File: config.mk
export PLATFORM = sky130hd
export DESIGN_NAME = sort5_bus_master
export DESIGN_NICKNAME = d
export VERILOG_FILES = /design/src/rtl/sort5_bus_master.sv
export SDC_FILE = /design/constraint.sdc
export NUM_CORES = 1
export LEC_CHECK = 0
export ABC_AREA = 1
export BUFFER_PORTS_ARGS = -buffer_cell sky130_fd_sc_hd__buf_2
export CAP_MARGIN = 20
export CORE_MARGIN = 2
export CORE_UTILIZATION = 49
export DETAILED_ROUTE_END_ITERATION = 10
export GPL_ROUTABILITY_DRIVEN = 0
export PLACE_DENSITY = 0.77
export SYNTH_ARGS = -nofsm -noshare
export SYNTH_HDL_FRONTEND = slang
export SYNTH_SLANG_ARGS = --single-unit
export TNS_END_PERCENT = 10
File: constraint.sdc
create_clock -name iClk -period 2.7 [get_ports iClk]
set_input_delay 0.27 -clock iClk [delete_from_list [all_inputs] [get_ports iClk]]
set_output_delay 0.27 -clock iClk [all_outputs]
set_load 0.02 [all_outputs]
File: src/rtl/sort5_bus_master.sv
// Bus master that loads five operands into the sort peripheral, starts it,
// waits, and reads the five sorted words back into oResult.
module sort5_bus_master #(
    parameter int DATA_WIDTH  = 32,
    parameter int WAIT_CYCLES = 2
) (
    input  logic                    iClk,
    input  logic                    iReset,
    input  logic                    iStart,
    input  logic [5*DATA_WIDTH-1:0] iOperands,
    output logic                    oBusy,
    output logic                    oDone,
    output logic [5*DATA_WIDTH-1:0] oResult,
    output logic                    oChipSelect_n,
    output logic                    oWrite_n,
    output logic                    oRead_n,
    output logic [3:0]              oAddress,
    output logic [DATA_WIDTH-1:0]   oWriteData,
    input  logic [DATA_WIDTH-1:0]   iReadData
);

    localparam int WCW = (WAIT_CYCLES > 1) ? $clog2(WAIT_CYCLES) : 1;

    typedef enum logic [2:0] {
        S_IDLE  = 3'd0,
        S_WRITE = 3'd1,
        S_KICK  = 3'd2,
        S_WAIT  = 3'd3,
        S_RREQ  = 3'd4,
        S_RCAP  = 3'd5,
        S_DONE  = 3'd6
    } state_t;

    state_t                  r_state;
    logic [2:0]              r_idx;
    logic [WCW-1:0]          r_wait;
    logic [5*DATA_WIDTH-1:0] r_ops;

    state_t                  w_next_state;
    logic [2:0]              w_next_idx;
    logic [WCW-1:0]          w_next_wait;
    logic [5*DATA_WIDTH-1:0] w_op_src;
    logic                    w_cs_n;
    logic                    w_wr_n;
    logic                    w_rd_n;
    logic [3:0]              w_addr;
    logic [DATA_WIDTH-1:0]   w_wdata;

    // Next-state logic; r_idx is the write index in WRITE and the read word in RREQ/RCAP.
    always_comb begin
        w_next_state = r_state;
        w_next_idx   = r_idx;
        w_next_wait  = r_wait;
        case (r_state)
            S_IDLE: begin
                if (iStart) begin
                    w_next_state = S_WRITE;
                    w_next_idx   = 3'd0;
                end else begin
                    w_next_state = S_IDLE;
                end
            end
            S_WRITE: begin
                if (r_idx == 3'd4) begin
                    w_next_state = S_KICK;
                    w_next_idx   = 3'd0;
                end else begin
                    w_next_idx   = r_idx + 3'd1;
                end
            end
            S_KICK: begin
                w_next_state = S_WAIT;
                w_next_wait  = WCW'(WAIT_CYCLES - 1);
            end
            S_WAIT: begin
                if (r_wait == {WCW{1'b0}}) begin
                    w_next_state = S_RREQ;
                    w_next_idx   = 3'd0;
                end else begin
                    w_next_wait  = r_wait - WCW'(1);
                end
            end
            S_RREQ: begin
                w_next_state = S_RCAP;
            end
            S_RCAP: begin
                if (r_idx == 3'd4) begin
                    w_next_state = S_DONE;
                end else begin
                    w_next_state = S_RREQ;
                    w_next_idx   = r_idx + 3'd1;
                end
            end
            S_DONE: begin
                w_next_state = S_IDLE;
            end
            default: begin
                w_next_state = S_IDLE;
                w_next_idx   = 3'd0;
            end
        endcase
    end

    // Operands come straight from the input on the accepting edge, before the copy exists.
    always_comb begin
        if (r_state == S_IDLE) begin
            w_op_src = iOperands;
        end else begin
            w_op_src = r_ops;
        end
    end

    // Bus values for the coming cycle, decoded from the next state so they can be registered.
    always_comb begin
        w_cs_n  = 1'b1;
        w_wr_n  = 1'b1;
        w_rd_n  = 1'b1;
        w_addr  = 4'd0;
        w_wdata = {DATA_WIDTH{1'b0}};
        case (w_next_state)
            S_WRITE: begin
                w_cs_n  = 1'b0;
                w_wr_n  = 1'b0;
                w_addr  = {1'b0, w_next_idx};
                w_wdata = w_op_src[w_next_idx*DATA_WIDTH +: DATA_WIDTH];
            end
            S_KICK: begin
                w_cs_n  = 1'b0;
                w_wr_n  = 1'b0;
                w_addr  = 4'd5;
            end
            S_RREQ: begin
                w_cs_n  = 1'b0;
                w_rd_n  = 1'b0;
                w_addr  = 4'd6 + {1'b0, w_next_idx};
            end
            default: begin
                w_cs_n  = 1'b1;
            end
        endcase
    end

    // State, counters, operand copy, result capture and registered outputs.
    always_ff @(posedge iClk) begin
        if (iReset) begin
            r_state       <= S_IDLE;
            r_idx         <= 3'd0;
            r_wait        <= {WCW{1'b0}};
            r_ops         <= {(5*DATA_WIDTH){1'b0}};
            oResult       <= {(5*DATA_WIDTH){1'b0}};
            oBusy         <= 1'b0;
            oDone         <= 1'b0;
            oChipSelect_n <= 1'b1;
            oWrite_n      <= 1'b1;
            oRead_n       <= 1'b1;
            oAddress      <= 4'd0;
            oWriteData    <= {DATA_WIDTH{1'b0}};
        end else begin
            r_state       <= w_next_state;
            r_idx         <= w_next_idx;
            r_wait        <= w_next_wait;
            if (r_state == S_IDLE && iStart) begin
                r_ops <= iOperands;
            end
            // Read data arrives the cycle after the strobe, i.e. during RCAP.
            if (r_state == S_RCAP) begin
                oResult[r_idx*DATA_WIDTH +: DATA_WIDTH] <= iReadData;
            end
            oBusy         <= (w_next_state != S_IDLE);
            oDone         <= (w_next_state == S_DONE);
            oChipSelect_n <= w_cs_n;
            oWrite_n      <= w_wr_n;
            oRead_n       <= w_rd_n;
            oAddress      <= w_addr;
            oWriteData    <= w_wdata;
        end
    end

endmodule
==> flow_metrics.tcl <==
set metrics [dict create \
    start_kind "register" \
    clockPowerShare 0.404 \
    crit_path_max_incr_delay_ps 380 \
    drv_slew 0 \
    synth_top_area_share 0.435 \
    cp-startpoint "r_idx[0]" \
    min_period_ps 2460 \
    r2r_setup_slack_ps 240 \
    hold_end "oResult[5]" \
    fmax_mhz 406 \
    finClkSkew_ps 19.1 \
    yosys_warnings 0 \
    peakVddDrop_mv 0.531 \
    drtIter0Drc 2125 \
    max_slew_margin 0.442 \
    numPortBuffers 395 \
    p_sw_frac 0.283 \
    power_density_nw_per_um2 656 \
    rsz0062_at_grt "no" \
    wire_per_inst_um 19.2 \
    grt_max_degree 183 \
    htreeDepth 2 \
    antenna_found_initial 9 \
    synth_edf_count 0 \
    num_vias 17977 \
    post-synth-top-count-cell "nand2_1" \
    ff2ff_path_depth 14 \
    worst_slew_pin_slew_ps 837 \
    yosys-top-cells-area "dfxtp_1 44%, nand2_1 10%, nand3_1 8.8%" \
    worstSetupPathType "register to register" \
    ios 396 \
    p_sw_mw 3.77 \
    combPwrFrac 0.157 \
    drt_wl_total_um 61500 \
    drtPass1Iterations 6 \
    grt_first_pass_wirelength_um 92900 \
    synth_ff_type "dfxtp_1" \
    status "finished clean" \
    clock_path_buffers 3 \
    crit_fanout 35 \
    num_rows 68 \
    hold_depth 3 \
    clk_latency_ps 530 \
    tns_ps 0 \
    cap_violations 0 \
    numClockSinks 368 \
    path_cells "clkinv_1 > ha_1 > ha_1 > clkinv_1 > ha_1 > nor2_1 > nor2_4 > nand2_4 > buf_12 > nand2_1 > nand3_1 > nand2_1 > nand2_1 > a21oi_1" \
    final_nets 2919 \
    grt_overflow 0 \
    clk_pin_slew_ps 60 \
    hp-class "input port to register" \
    ant_nets 0 \
    grt_pass1_vias 16772 \
    vias_per_cell 5.61 \
    synth_nets 2644 \
    total_power_mw 13.3 \
    hold_viol 0 \
    leakage_nw 9.37 \
    r2r_end "oWriteData[25]" \
    synth_cells 2443 \
    core_area_sq_um 34300 \
    hp-start "iReadData[5]" \
    cts_tree "done" \
    cpMaxStageDelayCell "dfxtp_2" \
    nFillCells 3190 \
    post_cts_buffers 0 \
    yosys.cell_types.count 30 \
    drc_errors 0 \
    start_util 0.493 \
    cts_root_buffer "clkbuf_16" \
    p_int_mw 9.56 \
    layout-area-overhead-vs-synth_pct 20.1 \
    fin_crit_sh 0.912 \
    synthTopCellsByCount "458 x nand2_1, 368 x dfxtp_1, 297 x nand3_1, 245 x inv_1, 242 x nor2_1" \
    synth-seq-cells 368 \
    worstPathArrival_ps 2870 \
    die_h_um 190 \
    syn_area_sq_um 16900 \
    drive_above_1_share 0.186 \
    timing.rr.start "r_idx[0]" \
    die_w_um 190 \
    grt_use_total 0.331 \
    seqPwrFrac 0.439 \
    synth-seq-area-share 0.435 \
    required_ps 3110 \
    cp-end-kind "register" \
    avgSynthCellArea_sq_um 6.93 \
    synth_area_leader_cell "dfxtp_1" \
    place_hpwl_um 43300 \
    die_area_sq_um 36000 \
    numCtsBuffers 40 \
    setup_viol 0 \
    async_flop_share 0 \
]
-- cell usage in the layout, fill, tap and decap left out --
cell type	instances
nand2_1	457
o21bai_1	1
nand2_2	2
buf_2	394
buf_6	3
clkinv_8	1
diode_2	3
nor3_1	13
nor2_1	242
clkinvlp_4	2
nand2_4	2
nand3b_1	23
nor4_1	3
clkbuf_8	5
ha_1	6
nor2_4	3
a31oi_1	11
a21oi_1	226
nand4_1	1
clkbuf_1	13
xor2_1	1
inv_4	2
bufinv_16	2
nor2_2	1
a211oi_1	91
inv_2	5
clkinv_2	6
nand3_1	297
buf_12	9
o21ai_0	204
inv_1	244
clkinv_1	3
buf_4	28
nand3_4	2
a22oi_1	30
dfxtp_2	1
clkbuf_16	42
a21boi_1	1
dfxtp_1	367
nand3_2	2
-- worst max path at each step --
| stage | to | slack (ps) | depth (start not counted) |
|---|---|---|---|
| floorplan | oWriteData[28] | 110 | 15 |
| global placement | oWriteData[5] | 250 | 13 |
| detailed placement | oWriteData[5] | 140 | 13 |
| CTS | oWriteData[5] | 130 | 13 |
| global route | oWriteData[24] | 30 | 14 |
| finish | oWriteData[25] | 240 | 14 |
-- area by class of cell --
| class | instances | area, sq um | area share |
|---|---|---|---|
| Inverter | 255 | 966 | 0.0475 |
| Clock buffer | 60 | 1170 | 0.0575 |
| Tap cell | 455 | 569 | 0.0280 |
| Clock inverter | 10 | 114 | 0.00560 |
| Multi-Input combinational cell | 1619 | 7730 | 0.380 |
| Sequential cell | 368 | 7370 | 0.363 |
| Timing Repair Buffer | 434 | 2400 | 0.118 |
| Antenna cell | 3 | 7.51 | 0.000369 |
-- power by group through the flow --
| stage | Combinational [mW] | Clock, mW | Sequential [mW] |
|---|---|---|---|
| 2_1_floorplan | 1.28 | 0 | 5.98 |
| 3_3_place_gp | 2.01 | 0 | 5.95 |
| 3_5_place_dp | 2.04 | 0 | 5.96 |
| 4_1_cts | 2.06 | 5.41 | 5.84 |
| 5_1_grt | 2.31 | 5.65 | 5.87 |
| 6_report | 2.10 | 5.38 | 5.85 |
-- critical path, delay by kind of cell (launching register included) --
family	cells	cell delay [ps]
and+or+nand+nor	7	830
AOI/OAI and AO/OA	1	60
adders and majority gates	3	660
DFF	1	380
buffers and inverters	3	400
-- routing by layer --
layer	part of all wire	vias to the layer above	global-route usage	wire length, um
li1	-	8565	-	-
met1	0.36	8239	0.376	22100
met2	0.47	976	0.558	29100
met3	0.10	185	0.0856	6310
met4	0.064	12	0.199	3950
met5	0.0014	-	0	86
-- cell families (layout without fill, tap and decap cells) --
kind of cell	Yosys count	in the layout	synth area share
other cells	0	3	0
xor+xnor	1	1	0.000518
buf+inv	456	759	0.109
compound gates	564	564	0.186
fa+ha+maj	6	6	0.00444
flops	368	368	0.435
simple gates	1048	1048	0.265
-- flip-flops by register name, indices dropped and copies added (netlist names) --
signal         cells
oResult          160
r_ops            160
oWriteData        32
oAddress           4
r_idx              3
r_state            3
oBusy              1
oChipSelect_n      1
oDone              1
oRead_n            1
oWrite_n           1
r_wait             1
-- metrics by stage --
| stage | area [sq um] | hold WS [ps] | setup WS [ps] | utilization | cells |
|---|---|---|---|---|---|
| 2_1_floorplan | 16900 | 424 | 111 | - | 2443 |
| 3_3_place_gp | 19000 | 431 | 254 | 0.555 | 3131 |
| 3_5_place_dp | 19000 | 435 | 139 | 0.555 | 3131 |
| 4_1_cts | 20300 | 4.32 | 128 | 0.592 | 3201 |
| 5_1_grt | 20300 | 29.6 | 31.2 | 0.593 | 3204 |
| 6_report | 20300 | 16.7 | 237 | 0.593 | 3204 |
-- repair_timing --
item / 4_1_cts / 5_1_grt
setup endpoints to repair: 0 / 54
hold buffers: 0 / 0
resized for setup: 0 / 4
Power figures use the tool's default switching activity.
